**src/rtl/crom_pixel_shifter.sv**
```systemverilog
// crom_pixel_shifter
//   Two-stage pixel serialiser for character-ROM words. A loaded word first
//   lands in a hold register, then moves into the shift register. From there
//   it is emitted one 4-bit pixel per PIX_CE. While the current word is
//   shifting, the hold register accepts the next word. The transfer happens
//   on the same edge that emits pixel 7, so consecutive words leave without
//   a gap.
//
// Ports
//   CLK        single clock for all logic
//   nRESET     synchronous, active-low reset
//   LOAD       one-cycle strobe: CR_DOUBLE / FLIP / PAL are valid
//   CR_DOUBLE  8 pixels of 4 bits, pixel i = CR_DOUBLE[63-4i -: 4]
//   FLIP       horizontal flip for the loaded word
//   PAL        palette attribute for the loaded word
//   PIX_CE     pixel clock enable, at most one pixel per asserted cycle
//   CLR_OVR    clears OVERRUN (a simultaneous drop wins)
//   PIX_OUT    emitted pixel code
//   PIX_PAL    palette of the emitted pixel
//   PIX_VALID  PIX_OUT / PIX_PAL updated this cycle
//   PIX_OPAQUE PIX_OUT != TRANSPARENT, only while PIX_VALID
//   HOLD_FULL  hold register occupied
//   BUSY       shifter in SHIFT state
//   OVERRUN    sticky: a LOAD was dropped because hold was full
module crom_pixel_shifter #(
   parameter logic [3:0] TRANSPARENT = 4'h0
) (
   input  logic        CLK,
   input  logic        nRESET,
   input  logic        LOAD,
   input  logic [63:0] CR_DOUBLE,
   input  logic        FLIP,
   input  logic [7:0]  PAL,
   input  logic        PIX_CE,
   input  logic        CLR_OVR,
   output logic [3:0]  PIX_OUT,
   output logic [7:0]  PIX_PAL,
   output logic        PIX_VALID,
   output logic        PIX_OPAQUE,
   output logic        HOLD_FULL,
   output logic        BUSY,
   output logic        OVERRUN
);

   typedef enum logic {IDLE, SHIFT} state_t;

   state_t      state, state_nxt;

   logic [63:0] hold_data;
   logic        hold_flip;
   logic [7:0]  hold_pal;
   logic        hold_vld;

   logic [63:0] sh_data;
   logic        sh_flip;
   logic [7:0]  sh_pal;
   logic [2:0]  idx;

   logic        emit, last, transfer, load_ok, drop;
   logic [2:0]  pix_sel;
   logic [5:0]  base;
   logic [3:0]  pix_cur;

   always_comb begin
      emit     = (state == SHIFT) && PIX_CE;
      last     = emit && (idx == 3'd7);
      // Hold moves into the shifter either when idle or on the last-pixel
      // edge. The second case keeps back-to-back words gapless.
      transfer = hold_vld && ((state == IDLE) || last);
      load_ok  = LOAD && (!hold_vld || transfer);
      drop     = LOAD && !load_ok;
      // A flipped word reads its pixels in reverse order: 7 - idx == ~idx.
      pix_sel  = sh_flip ? ~idx : idx;
      base     = 6'd63 - {1'b0, pix_sel, 2'b00};
      pix_cur  = sh_data[base -: 4];

      state_nxt = state;
      case (state)
         IDLE:    if (hold_vld) state_nxt = SHIFT;
         SHIFT:   if (last && !hold_vld) state_nxt = IDLE;
         default: state_nxt = IDLE;
      endcase
   end

   always_ff @(posedge CLK) begin
      if (!nRESET) begin
         state      <= IDLE;
         hold_data  <= '0;
         hold_flip  <= 1'b0;
         hold_pal   <= '0;
         hold_vld   <= 1'b0;
         sh_data    <= '0;
         sh_flip    <= 1'b0;
         sh_pal     <= '0;
         idx        <= '0;
         PIX_OUT    <= '0;
         PIX_PAL    <= '0;
         PIX_VALID  <= 1'b0;
         PIX_OPAQUE <= 1'b0;
         OVERRUN    <= 1'b0;
      end else begin
         state <= state_nxt;

         if (load_ok) begin
            hold_data <= CR_DOUBLE;
            hold_flip <= FLIP;
            hold_pal  <= PAL;
            hold_vld  <= 1'b1;
         end else if (transfer) begin
            hold_vld  <= 1'b0;
         end

         if (transfer) begin
            sh_data <= hold_data;
            sh_flip <= hold_flip;
            sh_pal  <= hold_pal;
            idx     <= '0;
         end else if (emit) begin
            idx     <= idx + 3'd1;
         end

         PIX_VALID  <= emit;
         PIX_OPAQUE <= emit && (pix_cur != TRANSPARENT);
         if (emit) begin
            PIX_OUT <= pix_cur;
            PIX_PAL <= sh_pal;
         end

         OVERRUN <= drop | (OVERRUN & ~CLR_OVR);
      end
   end

   assign BUSY      = (state == SHIFT);
   assign HOLD_FULL = hold_vld;

endmodule

```
**config.mk**
```make
export PLATFORM = sky130hd
export DESIGN_NAME = crom_pixel_shifter
export DESIGN_NICKNAME = d
export VERILOG_FILES = /design/src/rtl/crom_pixel_shifter.sv
export SDC_FILE = /design/constraint.sdc
export NUM_CORES = 1
export LEC_CHECK = 0
export BUFFER_PORTS_ARGS = -buffer_cell sky130_fd_sc_hd__buf_4
export CAP_MARGIN = 20
export CORE_ASPECT_RATIO = 1.25
export CORE_MARGIN = 1.5
export CORE_UTILIZATION = 60
export CTS_BUF_LIST = sky130_fd_sc_hd__clkbuf_8
export CTS_CLUSTER_DIAMETER = 50
export DETAILED_ROUTE_END_ITERATION = 10
export HOLD_SLACK_MARGIN = 0.12
export PLACE_DENSITY = 0.95
export REMOVE_ABC_BUFFERS = 1
export SLEW_MARGIN = 20
export SYNTH_ARGS = -nofsm -noshare
export SYNTH_HDL_FRONTEND = slang
export SYNTH_SLANG_ARGS = --single-unit
```
**constraint.sdc**
```tcl
create_clock -name CLK -period 4.1 [get_ports CLK]
set_clock_uncertainty 0.05 [all_clocks]
set_input_delay 0.41 -clock CLK [delete_from_list [all_inputs] [get_ports CLK]]
set_output_delay 0.41 -clock CLK [all_outputs]
set_load 0.01 [all_outputs]
```
## After elaboration in Yosys (flattened, before gate mapping)

Cells that the tools add are included.

| operators by class | value |
|---|---|
| $add $sub $neg | 2 |
| eq/ne operators | 1 |
| shift operators | 1 |
| muxes and demuxes | 6 |
| bitwise operators | 6 |
| reduce and logical (&&, ||, !) cells | 14 |

Operator list:

| cell | number |
|---|---|
| indexed part select 67 x 7 -> 4 bit | 1 |
| logical AND 1 bit | 7 |
| subtractor 6 x 5 -> 6 bit, first input constant | 1 |
| 2-to-1 mux 1 bit | 4 |
| nonzero test 4 bit | 1 |
| adder 3 x 1 -> 3 bit, second input constant | 1 |
| == test 3 bit, second input constant | 1 |
| 2-to-1 mux 3 bit | 1 |
| inverter 1 bit | 3 |
| inverter 3 bit | 1 |
| logical NOT 1 bit | 2 |
| logical OR 1 bit | 2 |
| case mux 1 bit (2 select lines) | 1 |
| nonzero test 2 bit | 1 |
| OR reduction 2 bit | 1 |
| AND 1 bit | 1 |
| OR 1 bit | 1 |

| storage, ports and cells | value |
|---|---|
| bits in registers | 166 |
| input bits | 78 |
| output and inout bits | 17 |
| word-level logic and storage cells | 44 |

## Longest topological paths before layout

| depth | value |
|---|---|
| word-level depth | 9 |
| mapped depth | 9 |
| depth with buffers taken out | 7 |

## Worst setup path after synthesis

No wires, ideal clock.

| path | value |
|---|---|
| path kind | register -> register |
| start point | register idx[0] |
| end point | register hold_data[38] |
| library setup time | 0.133 ns |
| arrival time | 1.529 ns |
| data required time | 3.917 ns |
| path slack | 2.388 ns |
| cell stages (with the launch flop) | 10 |
| path buffers | 2 |
| clock period less this slack | 1.712 ns |
| cell sequence | dfxtp_1 > ha_1 > ha_1 > a21boi_2 > nand2_1 > and2_1 > clkbuf_1 > buf_2 > nand2_1 > a21oi_1 |

| between the ends | value |
|---|---|
| word-level cells in the longest chain between the ends | 6 |

RTL lines:

| element | RTL line | source |
|---|---|---|
| from (decl) | 57 | `logic [2:0] idx;` |
| from (signal assigned) | 119 | `idx <= idx + 3'd1;` |
| == test 3 bit | 66 | `last = emit && (idx == 3'd7);` |
| logical AND 1 bit | 66 |  |
| logical OR 1 bit | 69 | `transfer = hold_vld && ((state == IDLE) \|\| last);` |
| logical AND 1 bit | 69 |  |
| logical OR 1 bit | 70 | `load_ok = LOAD && (!hold_vld \|\| transfer);` |
| logical AND 1 bit | 70 |  |
| to (signal assigned) | 88 | `hold_data <= '0;` |
| to (signal assigned) | 105 | `hold_data <= CR_DOUBLE;` |
| to (decl) | 49 | `logic [63:0] hold_data;` |

Every way passes these cells.
A chain may end at the register's enable or synchronous reset.

## Worst setup path in the final report

| path | value |
|---|---|
| start point | register idx[1] |
| end point | register hold_data[61] |

Same word-level chain as after synthesis.

==> results.txt <==
final setup violation count -> 0
Critical path buffers and inverters -> 1
fin crit share -> 63.6%
Crit Path Max Fanout -> 23
DP Cell Count -> 641
most common cell in the netlist -> nand2_1
DRC Markers -> 0
DR iter-0 viols -> 289
total die area -> 7290 µm²
num rows -> 33
top-level I/O count -> 95
Slew headroom -> 36.8%
Mean Syn Cell Area -> 7.79 µm²
# diodes -> 0
Root Buffer -> clkbuf_8
number of H-tree levels -> 3
Pwr Density -> 384 nW/µm²
nets -> 645
worst path cell trace -> ha_1 -> ha_1 -> a21boi_2 -> nand2_1 -> and2_1 -> buf_4 -> nand2_1 -> a21oi_1
max incr delay on CP -> 0.65 ns
total placed instance area -> 4520 µm²
CP Data Arrival Time -> 2.85 ns
Die Span Y -> 95.1 µm
antenna violations before repair -> 0
DRT Pass-1 Iters -> 5
clock sinks -> 102
Setup CP Type -> reg -> reg
Pleak -> 1.76 nW
clock buffer count from CTS -> 9
Largest delay share family, worst path -> simple AND/OR/NAND/NOR gates
final hold slack -> 0.222 ns
setup TNS -> 0 ns
Required @ worst endpoint -> 4.34 ns
Max Freq -> 0.384 GHz
largest net degree at the start of global routing -> 62
DP HPWL -> 5720 µm
global-route wire length before repair -> 14600 µm
setup bufs post-CTS -> 0
CP Capture Type -> flip-flop
Synthesis Warnings -> 0
core area -> 6570 µm²
die width -> 76.7 µm
max_cap viols -> 0
Crit-path slowest cell -> dfxtp_1
GPL Wtd Cong -> 0.821
Post-synth top cells -> nand2_1 (195), dfxtp_1 (102), a21oi_1 (98)
final wirelength -> 8910 µm
final worst slack -> 1.49 ns
grt ovf -> 0
CTS resizes -> 0
CTS max path bufs -> 2
Vias -> 3617
Yosys top cell area share -> 50.2%
Final Core Density -> 71.8%
fill cell count -> 485
Power Total -> 1.81 mW
post-route cell area -> 4710 µm²
hold_buf cts -> 0
EDFF count, synth -> 0
HP Class -> in -> reg
vias per inst -> 5.51
TritonCTS clock tree -> done
FF+latch count, synth -> 102
Peak supply drop -> 0.228 mV
largest area contributor in the netlist -> dfxtp_1
global-route usage over all layers -> 25.3%
cell area after synthesis -> 4070 µm²
Area Overhead vs Synth -> 15.8%
IO buf count -> 62
Post-Syn Instances -> 522
final hold violation count -> 0
outcome -> completed
layout cells sized above 1 -> 16.1%
Unique masters post-synth -> 43
Clk Latency, worst-skew pair -> 0.37 ns
vias in the first global route -> 3485
remaining antenna violation count -> 0
Max Slew Vio Count -> 0
RSZ-0062 raised after global routing -> no
ranking of synthesized cells by area -> dfxtp_1 (50%), nand2_1 (18%), a21oi_1 (12%)
sequential area share after synthesis -> 50.2%
Synth async-reset ratio -> 0%
Worst-path clk slew -> 0.10 ns
Initial Utilization -> 62.0%
Slew @ Worst Pin -> 0.946 ns
CP Launch Type -> flip-flop
pre-CTS setup slack -> 1.56 ns
Top FF cell, synth -> dfxtp_1
final cell count without fillers -> 657
min cycle time layout -> 2.61 ns
wire per inst -> 13.6 µm
[cell type report]
| class | count | area [µm²] | share of cell area, % |
|---|---|---|---|
| Sequential cell | 102 | 2040 | 43.3 |
| Multi-Input combinational cell | 373 | 1820 | 38.7 |
| Timing Repair Buffer | 68 | 510 | 10.8 |
| Clock buffer | 10 | 138 | 2.92 |
| Tap cell | 87 | 109 | 2.31 |
| Clock inverter | 6 | 51.3 | 1.09 |
| Inverter | 11 | 41.3 | 0.876 |
[per-layer routing]
metal  vias to the layer above  wire length [µm]  track usage [%]
met5                         -                 0                0
met4                         0               231             13.7
met3                        26               454             5.65
met2                       126              4570             46.1
met1                      1654              3650             27.5
li1                       1811                 -                -
[worst paths after layout]
check                  endpoint  slack [ns]  cells after the start           from
setup / recovery  hold_data[61]        1.49                      8         idx[1]
hold / removal    hold_data[53]        0.22                      3  CR_DOUBLE[53]
setup reg to reg  hold_data[61]        1.49                      8         idx[1]
hold reg to reg     sh_data[52]        0.41                      2  hold_data[52]
[worst register-to-register path: cells and delay by family (launching register included)]
kind | cells | cell delay [ns]
buf+inv | 1 | 0.39
flops | 1 | 0.65
compound gates | 2 | 0.25
simple gates | 3 | 0.76
fa+ha+maj | 2 | 0.44
[flip-flops by register name (all words and copies together) (netlist names), 3 cells and up]
register and flops:
hold_data 32, sh_data 32, PIX_PAL 8, hold_pal 8
sh_pal 8, PIX_OUT 4, idx 3
[power breakdown]
part           switching, mW  leakage (nW)  internal, mW
clock                  0.351        0.0939         0.246
combinational         0.0971         0.838        0.0680
sequential            0.0207         0.831          1.03
total                  0.468          1.76          1.34
[placed cells by master (no fill, tap or decap), types with 3 or more instances in the layout]
| master | instances |
|---|---|
| nand2_1 | 195 |
| dfxtp_1 | 102 |
| a21oi_1 | 98 |
| buf_4 | 68 |
| inv_1 | 10 |
| clkbuf_8 | 10 |
| mux2i_1 | 9 |
| nor2_1 | 9 |
| o21ai_0 | 9 |
| nand2b_1 | 6 |
| o22ai_1 | 5 |
| a31oi_1 | 4 |
| and2_1 | 3 |
| a221o_1 | 3 |
| inv_6 | 3 |
[logic make-up after synthesis]
logic type,count (synthesis),share of synthesized area (%)
AO/OA/AOI/OAI,136,19.2
XOR/XNOR,1,0.215
adder cells (fa/ha/maj),2,0.615
buffers and inverters,47,5.10
flip-flops,102,50.2
multiplexers,12,3.11
AND/OR/NAND/NOR,222,21.6
Note: power is estimated with default switching activity, not from simulation.
